--- src/rtl/bus_if_split_pkg.sv ---
// Shared bus package.
// Holds the command/response encodings and the address/data widths that
// every block speaking the Bus_if protocol agrees on.
package Bus;

    localparam int ADDR_WIDTH = 32;
    localparam int DATA_WIDTH = 32;
    localparam int BE_WIDTH   = DATA_WIDTH / 8;

    // Master command encoding; IDLE means no request this cycle.
    typedef enum logic [1:0] {
        IDLE  = 2'd0,
        WRITE = 2'd1,
        READ  = 2'd2
    } Bus_cmd;

    // Slave response encoding; NULL means no response this cycle,
    // DVA means data valid / write acknowledged.
    typedef enum logic [1:0] {
        NULL = 2'd0,
        DVA  = 2'd1,
        ERR  = 2'd3
    } Bus_resp;

endpackage

--- src/rtl/Bus_if.sv ---
// Bus interface bundle.
// Master side drives command, address, write data, byte enables, response
// accept and the slave reset. Slave side drives command/data accept and the
// response with its read data.
//   master modport : used by a block that issues commands downstream
//   slave modport  : used by a block that receives commands from upstream
interface Bus_if;

    Bus::Bus_cmd                 MCmd;
    logic [Bus::ADDR_WIDTH-1:0]  MAddr;
    logic [Bus::DATA_WIDTH-1:0]  MData;
    logic                        MDataValid;
    logic [Bus::BE_WIDTH-1:0]    MByteEn;
    logic                        MRespAccept;
    logic                        MReset_n;

    logic                        SCmdAccept;
    logic                        SDataAccept;
    Bus::Bus_resp                SResp;
    logic [Bus::DATA_WIDTH-1:0]  SData;

    modport master (
        output MCmd, MAddr, MData, MDataValid, MByteEn, MRespAccept, MReset_n,
        input  SCmdAccept, SDataAccept, SResp, SData
    );

    modport slave (
        input  MCmd, MAddr, MData, MDataValid, MByteEn, MRespAccept, MReset_n,
        output SCmdAccept, SDataAccept, SResp, SData
    );

endinterface

--- src/rtl/bus_resp_order_fifo.sv ---
// Response-order FIFO.
// Remembers, for every accepted command, which slave port it went to, so
// responses can be handed back to the master in command order.
//   Clk, Reset : clock and asynchronous active-high reset
//   push, din  : write one entry (ignored when full)
//   pop        : retire the head entry (ignored when empty)
//   dout       : current head entry, meaningful only when !empty
//   empty/full : registered status flags
module bus_resp_order_fifo #(
    parameter int WIDTH = 1,
    parameter int DEPTH = 4
) (
    input  logic             Clk,
    input  logic             Reset,
    input  logic             push,
    input  logic             pop,
    input  logic [WIDTH-1:0] din,
    output logic [WIDTH-1:0] dout,
    output logic             empty,
    output logic             full
);

    localparam int PW = $clog2(DEPTH);
    localparam int CW = PW + 1;

    logic [WIDTH-1:0] mem_q [DEPTH];
    logic [WIDTH-1:0] mem_d [DEPTH];
    logic [PW-1:0]    wr_ptr_q, wr_ptr_d;
    logic [PW-1:0]    rd_ptr_q, rd_ptr_d;
    logic [CW-1:0]    count_q, count_d;
    logic             full_q, full_d;
    logic             empty_q, empty_d;
    logic             do_push, do_pop;

    // Next-state for storage, pointers and count. The flags are derived
    // from the next count and registered, so a pop while full only frees
    // the slot for a push in the following cycle. Pointers wrap naturally
    // because DEPTH is a power of two.
    always_comb begin
        do_push  = push && !full_q;
        do_pop   = pop && !empty_q;
        mem_d    = mem_q;
        wr_ptr_d = wr_ptr_q;
        rd_ptr_d = rd_ptr_q;
        count_d  = count_q;
        if (do_push) begin
            mem_d[wr_ptr_q] = din;
            wr_ptr_d        = wr_ptr_q + PW'(1);
        end
        if (do_pop) begin
            rd_ptr_d = rd_ptr_q + PW'(1);
        end
        case ({do_push, do_pop})
            2'b10:   count_d = count_q + CW'(1);
            2'b01:   count_d = count_q - CW'(1);
            default: count_d = count_q;
        endcase
        full_d  = (count_d == CW'(DEPTH));
        empty_d = (count_d == '0);
    end

    always_ff @(posedge Clk or posedge Reset) begin
        if (Reset) begin
            mem_q    <= '{default: '0};
            wr_ptr_q <= '0;
            rd_ptr_q <= '0;
            count_q  <= '0;
            full_q   <= 1'b0;
            empty_q  <= 1'b1;
        end else begin
            mem_q    <= mem_d;
            wr_ptr_q <= wr_ptr_d;
            rd_ptr_q <= rd_ptr_d;
            count_q  <= count_d;
            full_q   <= full_d;
            empty_q  <= empty_d;
        end
    end

    assign dout  = mem_q[rd_ptr_q];
    assign empty = empty_q;
    assign full  = full_q;

    a_no_pop_empty: assert property (@(posedge Clk) disable iff (Reset) !(pop && empty_q));
    a_count_bound:  assert property (@(posedge Clk) disable iff (Reset) count_q <= CW'(DEPTH));

endmodule

--- src/rtl/bus_if_split.sv ---
// One-to-two bus demultiplexer.
// Routes each command from the upstream master to out_1 when its address
// matches ADDR_BASE_1 under ADDR_MASK, otherwise to out_0. Responses go back
// upstream strictly in command order, tracked by a small selector FIFO.
//   Clk, Reset : clock and asynchronous active-high reset
//   in         : upstream master side (slave modport)
//   out_0      : default address region (master modport)
//   out_1      : region decoded by ADDR_BASE_1 (master modport)
module bus_if_split #(
    parameter int                         NUM_IN_FLIGHT = 4,
    parameter logic [Bus::ADDR_WIDTH-1:0] ADDR_MASK     = 32'hF000_0000,
    parameter logic [Bus::ADDR_WIDTH-1:0] ADDR_BASE_1   = 32'h8000_0000
) (
    input logic   Clk,
    input logic   Reset,
    Bus_if.slave  in,
    Bus_if.master out_0,
    Bus_if.master out_1
);

    function automatic logic addr_decode(input logic [Bus::ADDR_WIDTH-1:0] addr);
        return (addr & ADDR_MASK) == ADDR_BASE_1;
    endfunction

    logic         sel;
    logic         hd;
    logic         full;
    logic         empty;
    logic         push;
    logic         pop;
    logic         cmd_valid;
    logic         sel_accept;
    Bus::Bus_resp hd_resp;

    // Request and response steering. Every output starts at its idle value;
    // only the selected port carries the command, and only the port at the
    // FIFO head may see MRespAccept, which keeps the other slave holding its
    // response until its turn comes.
    always_comb begin
        sel        = addr_decode(in.MAddr);
        cmd_valid  = !Reset && !full && (in.MCmd != Bus::IDLE);
        sel_accept = sel ? out_1.SCmdAccept : out_0.SCmdAccept;

        out_0.MCmd        = Bus::IDLE;
        out_0.MAddr       = '0;
        out_0.MData       = '0;
        out_0.MDataValid  = 1'b0;
        out_0.MByteEn     = '0;
        out_0.MRespAccept = 1'b0;
        out_1.MCmd        = Bus::IDLE;
        out_1.MAddr       = '0;
        out_1.MData       = '0;
        out_1.MDataValid  = 1'b0;
        out_1.MByteEn     = '0;
        out_1.MRespAccept = 1'b0;
        in.SCmdAccept     = 1'b0;
        in.SDataAccept    = 1'b0;
        in.SResp          = Bus::NULL;
        in.SData          = '0;
        hd_resp           = Bus::NULL;

        if (cmd_valid) begin
            if (sel) begin
                out_1.MCmd       = in.MCmd;
                out_1.MAddr      = in.MAddr;
                out_1.MData      = in.MData;
                out_1.MDataValid = in.MDataValid;
                out_1.MByteEn    = in.MByteEn;
            end else begin
                out_0.MCmd       = in.MCmd;
                out_0.MAddr      = in.MAddr;
                out_0.MData      = in.MData;
                out_0.MDataValid = in.MDataValid;
                out_0.MByteEn    = in.MByteEn;
            end
        end

        if (!Reset && !full) begin
            in.SCmdAccept  = sel_accept;
            in.SDataAccept = sel_accept;
        end

        if (!empty) begin
            if (hd) begin
                hd_resp           = out_1.SResp;
                in.SData          = out_1.SData;
                out_1.MRespAccept = in.MRespAccept;
            end else begin
                hd_resp           = out_0.SResp;
                in.SData          = out_0.SData;
                out_0.MRespAccept = in.MRespAccept;
            end
            in.SResp = hd_resp;
        end

        push = cmd_valid && sel_accept;
        pop  = !empty && (hd_resp != Bus::NULL) && in.MRespAccept;
    end

    assign out_0.MReset_n = !Reset;
    assign out_1.MReset_n = !Reset;

    bus_resp_order_fifo #(
        .WIDTH (1),
        .DEPTH (NUM_IN_FLIGHT)
    ) u_order_fifo (
        .Clk   (Clk),
        .Reset (Reset),
        .push  (push),
        .pop   (pop),
        .din   (sel),
        .dout  (hd),
        .empty (empty),
        .full  (full)
    );

    a_one_port_active: assert property (@(posedge Clk) disable iff (Reset)
        !((out_0.MCmd != Bus::IDLE) && (out_1.MCmd != Bus::IDLE)));

endmodule

--- src/flat_wrapper.sv ---
// flat-port wrapper written by rule: the top's interface ports become plain ports
module bus_if_split_flat 
#(
    parameter int                         NUM_IN_FLIGHT = 4,
    parameter logic [Bus::ADDR_WIDTH-1:0] ADDR_MASK     = 32'hF000_0000,
    parameter logic [Bus::ADDR_WIDTH-1:0] ADDR_BASE_1   = 32'h8000_0000
)
  (Clk, Reset, in_MCmd, in_MAddr, in_MData, in_MDataValid, in_MByteEn, in_MRespAccept, in_MReset_n, in_SCmdAccept, in_SDataAccept, in_SResp, in_SData, out_0_MCmd, out_0_MAddr, out_0_MData, out_0_MDataValid, out_0_MByteEn, out_0_MRespAccept, out_0_MReset_n, out_0_SCmdAccept, out_0_SDataAccept, out_0_SResp, out_0_SData, out_1_MCmd, out_1_MAddr, out_1_MData, out_1_MDataValid, out_1_MByteEn, out_1_MRespAccept, out_1_MReset_n, out_1_SCmdAccept, out_1_SDataAccept, out_1_SResp, out_1_SData);
  Bus_if in_i ();
  Bus_if out_0_i ();
  Bus_if out_1_i ();
  input logic Clk;
  input logic Reset;
  input wire logic [$bits(in_i.MCmd)-1:0] in_MCmd;
  input wire logic [$bits(in_i.MAddr)-1:0] in_MAddr;
  input wire logic [$bits(in_i.MData)-1:0] in_MData;
  input wire logic [$bits(in_i.MDataValid)-1:0] in_MDataValid;
  input wire logic [$bits(in_i.MByteEn)-1:0] in_MByteEn;
  input wire logic [$bits(in_i.MRespAccept)-1:0] in_MRespAccept;
  input wire logic [$bits(in_i.MReset_n)-1:0] in_MReset_n;
  output wire logic [$bits(in_i.SCmdAccept)-1:0] in_SCmdAccept;
  output wire logic [$bits(in_i.SDataAccept)-1:0] in_SDataAccept;
  output wire logic [$bits(in_i.SResp)-1:0] in_SResp;
  output wire logic [$bits(in_i.SData)-1:0] in_SData;
  output wire logic [$bits(out_0_i.MCmd)-1:0] out_0_MCmd;
  output wire logic [$bits(out_0_i.MAddr)-1:0] out_0_MAddr;
  output wire logic [$bits(out_0_i.MData)-1:0] out_0_MData;
  output wire logic [$bits(out_0_i.MDataValid)-1:0] out_0_MDataValid;
  output wire logic [$bits(out_0_i.MByteEn)-1:0] out_0_MByteEn;
  output wire logic [$bits(out_0_i.MRespAccept)-1:0] out_0_MRespAccept;
  output wire logic [$bits(out_0_i.MReset_n)-1:0] out_0_MReset_n;
  input wire logic [$bits(out_0_i.SCmdAccept)-1:0] out_0_SCmdAccept;
  input wire logic [$bits(out_0_i.SDataAccept)-1:0] out_0_SDataAccept;
  input wire logic [$bits(out_0_i.SResp)-1:0] out_0_SResp;
  input wire logic [$bits(out_0_i.SData)-1:0] out_0_SData;
  output wire logic [$bits(out_1_i.MCmd)-1:0] out_1_MCmd;
  output wire logic [$bits(out_1_i.MAddr)-1:0] out_1_MAddr;
  output wire logic [$bits(out_1_i.MData)-1:0] out_1_MData;
  output wire logic [$bits(out_1_i.MDataValid)-1:0] out_1_MDataValid;
  output wire logic [$bits(out_1_i.MByteEn)-1:0] out_1_MByteEn;
  output wire logic [$bits(out_1_i.MRespAccept)-1:0] out_1_MRespAccept;
  output wire logic [$bits(out_1_i.MReset_n)-1:0] out_1_MReset_n;
  input wire logic [$bits(out_1_i.SCmdAccept)-1:0] out_1_SCmdAccept;
  input wire logic [$bits(out_1_i.SDataAccept)-1:0] out_1_SDataAccept;
  input wire logic [$bits(out_1_i.SResp)-1:0] out_1_SResp;
  input wire logic [$bits(out_1_i.SData)-1:0] out_1_SData;
  assign in_i.MCmd = in_MCmd;
  assign in_i.MAddr = in_MAddr;
  assign in_i.MData = in_MData;
  assign in_i.MDataValid = in_MDataValid;
  assign in_i.MByteEn = in_MByteEn;
  assign in_i.MRespAccept = in_MRespAccept;
  assign in_i.MReset_n = in_MReset_n;
  assign in_SCmdAccept = in_i.SCmdAccept;
  assign in_SDataAccept = in_i.SDataAccept;
  assign in_SResp = in_i.SResp;
  assign in_SData = in_i.SData;
  assign out_0_MCmd = out_0_i.MCmd;
  assign out_0_MAddr = out_0_i.MAddr;
  assign out_0_MData = out_0_i.MData;
  assign out_0_MDataValid = out_0_i.MDataValid;
  assign out_0_MByteEn = out_0_i.MByteEn;
  assign out_0_MRespAccept = out_0_i.MRespAccept;
  assign out_0_MReset_n = out_0_i.MReset_n;
  assign out_0_i.SCmdAccept = out_0_SCmdAccept;
  assign out_0_i.SDataAccept = out_0_SDataAccept;
  assign out_0_i.SResp = out_0_SResp;
  assign out_0_i.SData = out_0_SData;
  assign out_1_MCmd = out_1_i.MCmd;
  assign out_1_MAddr = out_1_i.MAddr;
  assign out_1_MData = out_1_i.MData;
  assign out_1_MDataValid = out_1_i.MDataValid;
  assign out_1_MByteEn = out_1_i.MByteEn;
  assign out_1_MRespAccept = out_1_i.MRespAccept;
  assign out_1_MReset_n = out_1_i.MReset_n;
  assign out_1_i.SCmdAccept = out_1_SCmdAccept;
  assign out_1_i.SDataAccept = out_1_SDataAccept;
  assign out_1_i.SResp = out_1_SResp;
  assign out_1_i.SData = out_1_SData;
  bus_if_split #(.NUM_IN_FLIGHT(NUM_IN_FLIGHT), .ADDR_MASK(ADDR_MASK), .ADDR_BASE_1(ADDR_BASE_1)) u_core (.Clk(Clk), .Reset(Reset), .in(in_i), .out_0(out_0_i), .out_1(out_1_i));
endmodule
--- config.mk ---
export PLATFORM = sky130hd
export DESIGN_NAME = bus_if_split_flat
export DESIGN_NICKNAME = d
export VERILOG_FILES = /design/src/rtl/bus_if_split_pkg.sv /design/src/rtl/Bus_if.sv /design/src/rtl/bus_resp_order_fifo.sv /design/src/rtl/bus_if_split.sv /design/src/flat_wrapper.sv
export SDC_FILE = /design/constraint.sdc
export NUM_CORES = 1
export LEC_CHECK = 0
export ABC_CLOCK_PERIOD_IN_PS = 8250
export CAP_MARGIN = 10
export CORE_AREA = 8 8 122 124
export CTS_BUF_LIST = sky130_fd_sc_hd__clkbuf_8 sky130_fd_sc_hd__clkbuf_16
export DETAILED_ROUTE_END_ITERATION = 7
export DIE_AREA = 0 0 130 132
export PLACE_DENSITY = 0.67
export SLEW_MARGIN = 20
export SYNTH_ARGS = -nofsm -noshare
export SYNTH_HDL_FRONTEND = slang
export SYNTH_SLANG_ARGS = --single-unit
--- constraint.sdc ---
create_clock -name Clk -period 8.25 [get_ports Clk]
set_input_delay 1.65 -clock Clk [delete_from_list [all_inputs] [get_ports Clk]]
set_output_delay 1.65 -clock Clk [all_outputs]
set_load 0.02 [all_outputs]
==> out/qor.yml <==
critical_path:
  cp_cell_sequence: "clkdlybuf4s50_1, or4b_2, buf_4, mux2_4, and2_1, clkdlybuf4s50_1"
  worstSetupEndpointType: "primary output"
  required_ns: 6.60
  critPathMaxStageDelay_ns: 1.06
  rr_endpoint: "u_core.u_order_fifo.empty"
  reg2reg_from: "u_core.u_order_fifo.rd_ptr_q[0]"
  timing.critical_path.slowest_stage_cell: "or4b_2"
  cpMostUsedCell: "clkdlybuf4s50_1"
  critPathLaunchType: "input pin"
  cp-startpoint: "in_MAddr[30]"
  reg2reg_slack_ns: 5.15
  reg2regPathDepth: 10
  cp.arrival_ns: 4.70
  worstPathMaxFanout: 35
  path_class: "input pin to primary output"
routing:
  postRouteAntennaNets: 0
  drc: 0
  num_vias: 3716
  routed_via_density: 4.166
  detail_route.wl_per_cell_um: 16.03
  firstDrtPassIters: 5
  wl_um: 14300
  drt_iter0_drc: 135
sta:
  period_needed_ns: 6.348
  timing.hold.ws_ns: 0.4855
  setup_viol: 0
  fin_crit_sh_pct: 76.94
  worst_slew_pin_slew_ns: 0.9543
  fmax_mhz: 157.5
  hold_violations: 0
  slew_headroom_pct: 36.11
  tns_ns: 0
  slew_violations: 0
  skew_ns: 0.0008604
  rsz0062_at_grt: "false"
job:
  cap_violations: 0
die:
  placementRows: 42
  die_height_um: 132
  io-pin-count: 329
  die_w_um: 130
  dieArea_um2: 17160
  initial_core_util_pct: 16.89
  fp.coreArea_um2: 12980
clocking:
  cts_root_buffer: "clkbuf_16"
  cts_tree: "built"
  cts_buffers: 3
  htreeDepth: 1
  cts_resized: 0
  path_clk_slew_ns: 0.04
  cts.sinks: 13
  clockBufferDepth: 2
  clk_latency_ns: 0.24
  post_cts_buffers: 0
  cts_hold_buf: 0
logic_synthesis:
  synth_area_per_cell_um2: 5.170
  ys_types: 35
  netlist_area_um2: 2192
  ys_ff_latch: 13
  yosysSeqAreaShare_pct: 14.90
  netlist_instances: 424
  synth_area_leaders: "nor2_1, nand2_1, dfrtp_1"
  synth_commonest_cells: "nor2_1, nand2_1, a21oi_1, clkbuf_1, dfrtp_1"
  ys.flop_type: "dfrtp_1"
  async_flop_share_pct: 100.0
  ys.warnings.count: 0
  synth_edf_count: 0
  synth_top_area_cell: "nor2_1"
  yosysTopAreaCellShare_pct: 24.66
  yosys.cell_count.top_type: "nor2_1"
status:
  status: "finished clean"
place:
  dp_hpwl_um: 11920
  port_buffers: 322
  place.gp.congestion: 0.7936
  placedCellCount: 888
power:
  switchingPower_mw: 0.4020
  pwr-share-comb_pct: 75.7
  power.internal_mw: 0.4677
  swShare_pct: 46.23
  vdd_ir_drop_max_uv: 57.35
  seqPwrFrac_pct: 14.1
  cellPowerDensity_nw_per_um2: 155.2
  cellLeakagePower_nw: 2.267
  clockPowerShare_pct: 10.3
worst_hold_path:
  hp-class: "flop to flop"
  min_from: "u_core.u_order_fifo.count_q[1]"
  hold_path_depth: 2
  hold_end: "u_core.u_order_fifo.count_q[1]"
final_layout:
  nets: 870
  final_cell_count_no_fill: 892
  areaGrowthSynthToFinish_pct: 155.6
  post_route_cells_drive_above_1_share_pct: 2.514
  diodes: 0
global_routing:
  grt_max_degree: 58
  grt_antenna_before_repair: 0
  grt_pass1_wl_um: 21160
  grt_overflow: 0
  grt_pass1_vias: 3703
  grtUsageTotal_pct: 15.60
## worst max path at each step
stage                     endpoint  slack [ns]
global route        in_SDataAccept        1.80
floorplan           in_SDataAccept        3.55
finish              in_SDataAccept        1.90
CTS                 in_SDataAccept        1.88
detailed placement  in_SDataAccept        1.87
global placement    in_SDataAccept        1.88
## cells in the final DEF (no fill, tap or decap), drive strengths merged, types with 3 or more instances in the layout
master         instances
mux2                   6
nand2                137
nor2                 144
conb                   3
mux2i                  3
buf                    3
clkdlybuf4s50        322
and2                   6
nand3                  5
dfrtp                 12
a21oi                 35
clkbuf                 3
o21ai                  4
inv                   11
xnor2                  4
ha                     5
## through the flow
step                      area [µm²]  worst slack [ns]  total power [mW]  util [%]
after CTS                       5597             1.875            0.8817     43.12
after detailed placement        5518             1.872            0.7875     42.51
final                           5603             1.902            0.8697     43.17
after global routing            5603             1.801            0.9430     43.17
after floorplan                 2200             3.554            0.4830         -
after global placement          5518             1.882            0.7839     42.51
## critical path, delay by kind of cell
| family | cells | cell delay, ns |
|---|---|---|
| buf+inv | 3 | 1.41 |
| simple gates | 2 | 1.25 |
| mux | 1 | 0.38 |
## cell type report
type                            instances  area, µm²
Timing Repair Buffer                  325       3258
Inverter                               10      37.54
Fill cell                            1362       7377
Tap cell                              176      220.2
Multi-Input combinational cell        364       1682
Sequential cell                        13      326.6
Clock buffer                            3      75.07
Clock inverter                          1      3.754
## logic make-up (layout without fill, tap and decap cells)
| kind of cell | Yosys count | in the layout | synth area share [%] |
|---|---|---|---|
| buf+inv | 49 | 339 | 9.475 |
| mux | 10 | 10 | 5.650 |
| flops | 13 | 13 | 14.90 |
| simple gates | 297 | 297 | 53.02 |
| compound gates | 43 | 43 | 10.67 |
| fa+ha+maj | 6 | 6 | 3.767 |
| xor+xnor | 5 | 5 | 2.341 |
| other cells | 1 | 3 | 0.1711 |
## state kept, by name, indices dropped and copies added, names as in the netlist
name and count:
u_core.u_order_fifo.empty 1, u_core.u_order_fifo.count_q 3, u_core.u_order_fifo.mem_q 4, u_core.u_order_fifo.rd_ptr_q 2, u_core.u_order_fifo.wr_ptr_q 2, u_core.u_order_fifo.full 1
## layer usage
metal | share of wire (%) | GRT usage (%)
met1 | 35 | 15.47
met2 | 49 | 28.05
met3 | 14 | 7.484
met4 | 1.7 | 4.390
met5 | 0 | 0
## power groups by stage
stage                     Clock [mW]  Sequential, mW  Combinational [mW]
after detailed placement           0           0.123               0.665
after global placement             0           0.123               0.661
after CTS                     0.0915           0.123               0.667
final                         0.0893           0.122               0.658
after global routing          0.0946           0.128               0.720
after floorplan                    0           0.105               0.378
(Power assumes the default switching activity.)
==> edit (config.mk and constraints unchanged) <==
`NUM_IN_FLIGHT` is set to 4 in 2 places; all go to 8.
--- a/src/rtl/bus_if_split.sv
+++ b/src/rtl/bus_if_split.sv
@@ -7,7 +7,7 @@
 //   out_0      : default address region (master modport)
 //   out_1      : region decoded by ADDR_BASE_1 (master modport)
 module bus_if_split #(
-    parameter int                         NUM_IN_FLIGHT = 4,
+    parameter int                         NUM_IN_FLIGHT = 8,
     parameter logic [Bus::ADDR_WIDTH-1:0] ADDR_MASK     = 32'hF000_0000,
     parameter logic [Bus::ADDR_WIDTH-1:0] ADDR_BASE_1   = 32'h8000_0000
 ) (
--- a/src/flat_wrapper.sv
+++ b/src/flat_wrapper.sv
@@ -1,7 +1,7 @@
 // flat-port wrapper written by rule: the top's interface ports become plain ports
 module bus_if_split_flat 
 #(
-    parameter int                         NUM_IN_FLIGHT = 4,
+    parameter int                         NUM_IN_FLIGHT = 8,
     parameter logic [Bus::ADDR_WIDTH-1:0] ADDR_MASK     = 32'hF000_0000,
     parameter logic [Bus::ADDR_WIDTH-1:0] ADDR_BASE_1   = 32'h8000_0000
 )
Check against the original RTL: not equivalent (Yosys sat finds a counterexample within 10 cycles, from zero or initial values and one cycle with Reset high).
==> edit against the original RTL <==
  * Worst setup slack improved by 0.25 ns
  * Synthesized cell count decreased by 21%
  * Largest cell class unchanged
  * Non-clock buffer count increased by 1
  * Wire length increased by 4.6%
  * Sequential cell count increased by 7
  * Area after synthesis increased by 19%
  * Critical path depth increased by 1
  * Die area unchanged
  * Cell area increased by 8.0%
  * Count of clock-buffer cells in the layout unchanged
  * Register-to-register slack got worse by 1.1 ns
  * Critical path type unchanged
  * Sequential share of layout area increased by 2.5 points
  * Total power increased by 4.1%
  * First-iteration DRC count decreased by 22%
==> edit: results (changes against the original RTL) <==
outcome:
  status: "finished, final reports clean"
cts:
  cts_setup_buffers: 0  # unchanged
  cts-resized-gates: 0  # unchanged
  clockBufferDepth: 2  # unchanged
  insertion_delay_ns: 0.25
  postCtsHoldBufs: 0  # unchanged
  clkTransAtPathRegs_ns: 0.05
  cts_max_level: 1  # unchanged
  cts_buffers: 3  # unchanged
  cts_root_buf: "clkbuf_16"
place:
  hpwl_mm: 13.0  # +8.7%
  placed_cell_area_um2: 5950  # +7.8%
  port_buffers: 322  # unchanged
  place_ws_ns: 2.12  # +0.250 ns
  routabilityCongestion: 0.843  # +6.3%
routing:
  dr.pass1.iters: 4  # -1
  drtIter0Drc: 105  # -22%
  vias: 3335  # -10%
  avgRoutedWirePerCell_um: 18.4  # +15%
power:
  peakVddDrop_v: 0.000198  # +250%
  p_leak_nw: 2.65  # +17%
  internal-power_mw: 0.539  # +15%
synthesis:
  synth_compound_area_share_pct: 0.674  # -10 points
  muxShareOfSynthArea_pct: 21.4  # +16 points
  synthFlopType: "dfrtp_1"
  synthArstFlopShare_pct: 100  # unchanged
  ys_warn_count: 0  # unchanged
  yosysUniqueCellTypes: 36  # +2.9%
  synth_xor_area_share_pct: 2.69  # +0.35 points
  synthTopCellsByArea: "and2_1, dfrtp_1, mux2i_1, nor2_1, mux2_2"
  netlist_top_cells_count: "and2_1, nor2_1, mux2i_1, clkbuf_1, dfrtp_1"
  synth_most_common_cell: "and2_1"
  seq_area_frac_synth_pct: 19.3  # +4.4 points
  synth_fa_ha_area_share_pct: 3.18  # -0.59 points
sta:
  skew_ns: 0.00582  # +0.00496 ns
  maxSlewHeadroom_pct: 33.3  # -2.8 points
setup_path:
  slowest_stage: "nor4b_4"
  path_max_fanout: 66  # +89%
  worstPathArrival_ns: 4.44  # -0.26 ns
  crit_path_max_incr_delay_ns: 0.68  # -0.38 ns
  crit_family: "buffers and inverters"
global_route:
  grt_pass1_vias: 3478  # -6.1%
  grt_max_degree: 67  # +16%
  grt_pass1_wl_mm: 21.6  # +2.3%
  antenna_found_initial: 1  # +1
  groute.usage.overall_pct: 16.2  # +0.65 points
layout:
  top_regs: "u_core.u_order_fifo.mem_q (8), u_core.u_order_fifo.count_q (4)"
  final_cell_area_um2: 6050  # +8.0%
  layout-drive-gt1-share_pct: 4.09  # +1.6 points
  nNetsFinal: 789  # -9.3%
  n_fill_cell: 1260  # -7.5%
hold_path:
  hold_path_class: "reg2reg"
edit: cell types whose count changed after synthesis, sizes merged, moves of 4 or more:
cell	before	now
mux2i	3	41
clkbuf	27	19
nand3	5	1
a21oi	35	1
nand2	137	5
and2	6	131
nor2	144	47
dfrtp	12	19
edit: through the flow:
stage,instances,total power [mW]
detailed placement,807,0.780
global placement,807,0.761
CTS,811,0.916
floorplan,336,0.504
finish,811,0.905
global route,811,0.963
edit: final timing paths:
kind	from	endpoint	slack [ns]	depth (start not counted)
setup / recovery	in_MAddr[28]	out_1_MAddr[23]	2.16	7
hold / removal	u_core.u_order_fifo.mem_q[6]	u_core.u_order_fifo.mem_q[6]	0.51	1
min in group asynchronous	Reset	u_core.u_order_fifo.count_q[3]	1.78	3
hold reg to reg	u_core.u_order_fifo.mem_q[6]	u_core.u_order_fifo.mem_q[6]	0.51	1
max in group asynchronous	Reset	u_core.u_order_fifo.empty	6.20	3
setup reg to reg	u_core.u_order_fifo.rd_ptr_q[0]	u_core.u_order_fifo.empty	4.04	12
edit: worst register-to-register path: stages, from the launching register on:
cell     delay, ns
dfrtp_1       0.46
mux4_2        0.56
mux2i_4       0.15
buf_4         0.53
mux2i_1       0.46
inv_1         0.09
ha_1          0.27
fa_1          0.45
xor2_1        0.17
mux2i_1       0.21
inv_1         0.09
or4_1         0.55
mux2i_1       0.17
edit: power by group through the flow:
stage | registers [mW] | logic [mW] | clock network, mW
final | 0.188 | 0.585 | 0.132
after global placement | 0.184 | 0.576 | 0
after detailed placement | 0.189 | 0.591 | 0
after global routing | 0.195 | 0.629 | 0.138
after CTS | 0.189 | 0.593 | 0.134
after floorplan | 0.156 | 0.348 | 0
edit: final cells by class:
class                           instances  share of cell area, %
Multi-Input combinational cell        275                   32.0
Sequential cell                        20                   8.29
Clock inverter                          1                  0.496
Tap cell                              176                   3.64
Inverter                               10                  0.620
Timing Repair Buffer                  326                   53.8
Clock buffer                            3                   1.24
edit: metal layers:
layer	vias to the layer above	global-route usage, %	share of wire [%]
met4	0	2.65	1.2
met1	1549	16.9	36
met2	107	32.0	56
met3	13	3.76	7.0
li1	1666	-	-
met5	-	0	0
edit: kinds of logic (layout without fill, tap and decap cells):
| kind of cell | Yosys count | count (layout) |
|---|---|---|
| AND/OR/NAND/NOR | 203 | 203 |
| multiplexers | 52 | 52 |
| buffers and inverters | 41 | 340 |
| flip-flops | 20 | 20 |
| XOR/XNOR | 8 | 8 |
| adder cells (fa/ha/maj) | 6 | 6 |
| AO/OA/AOI/OAI | 3 | 3 |
| other | 1 | 3 |
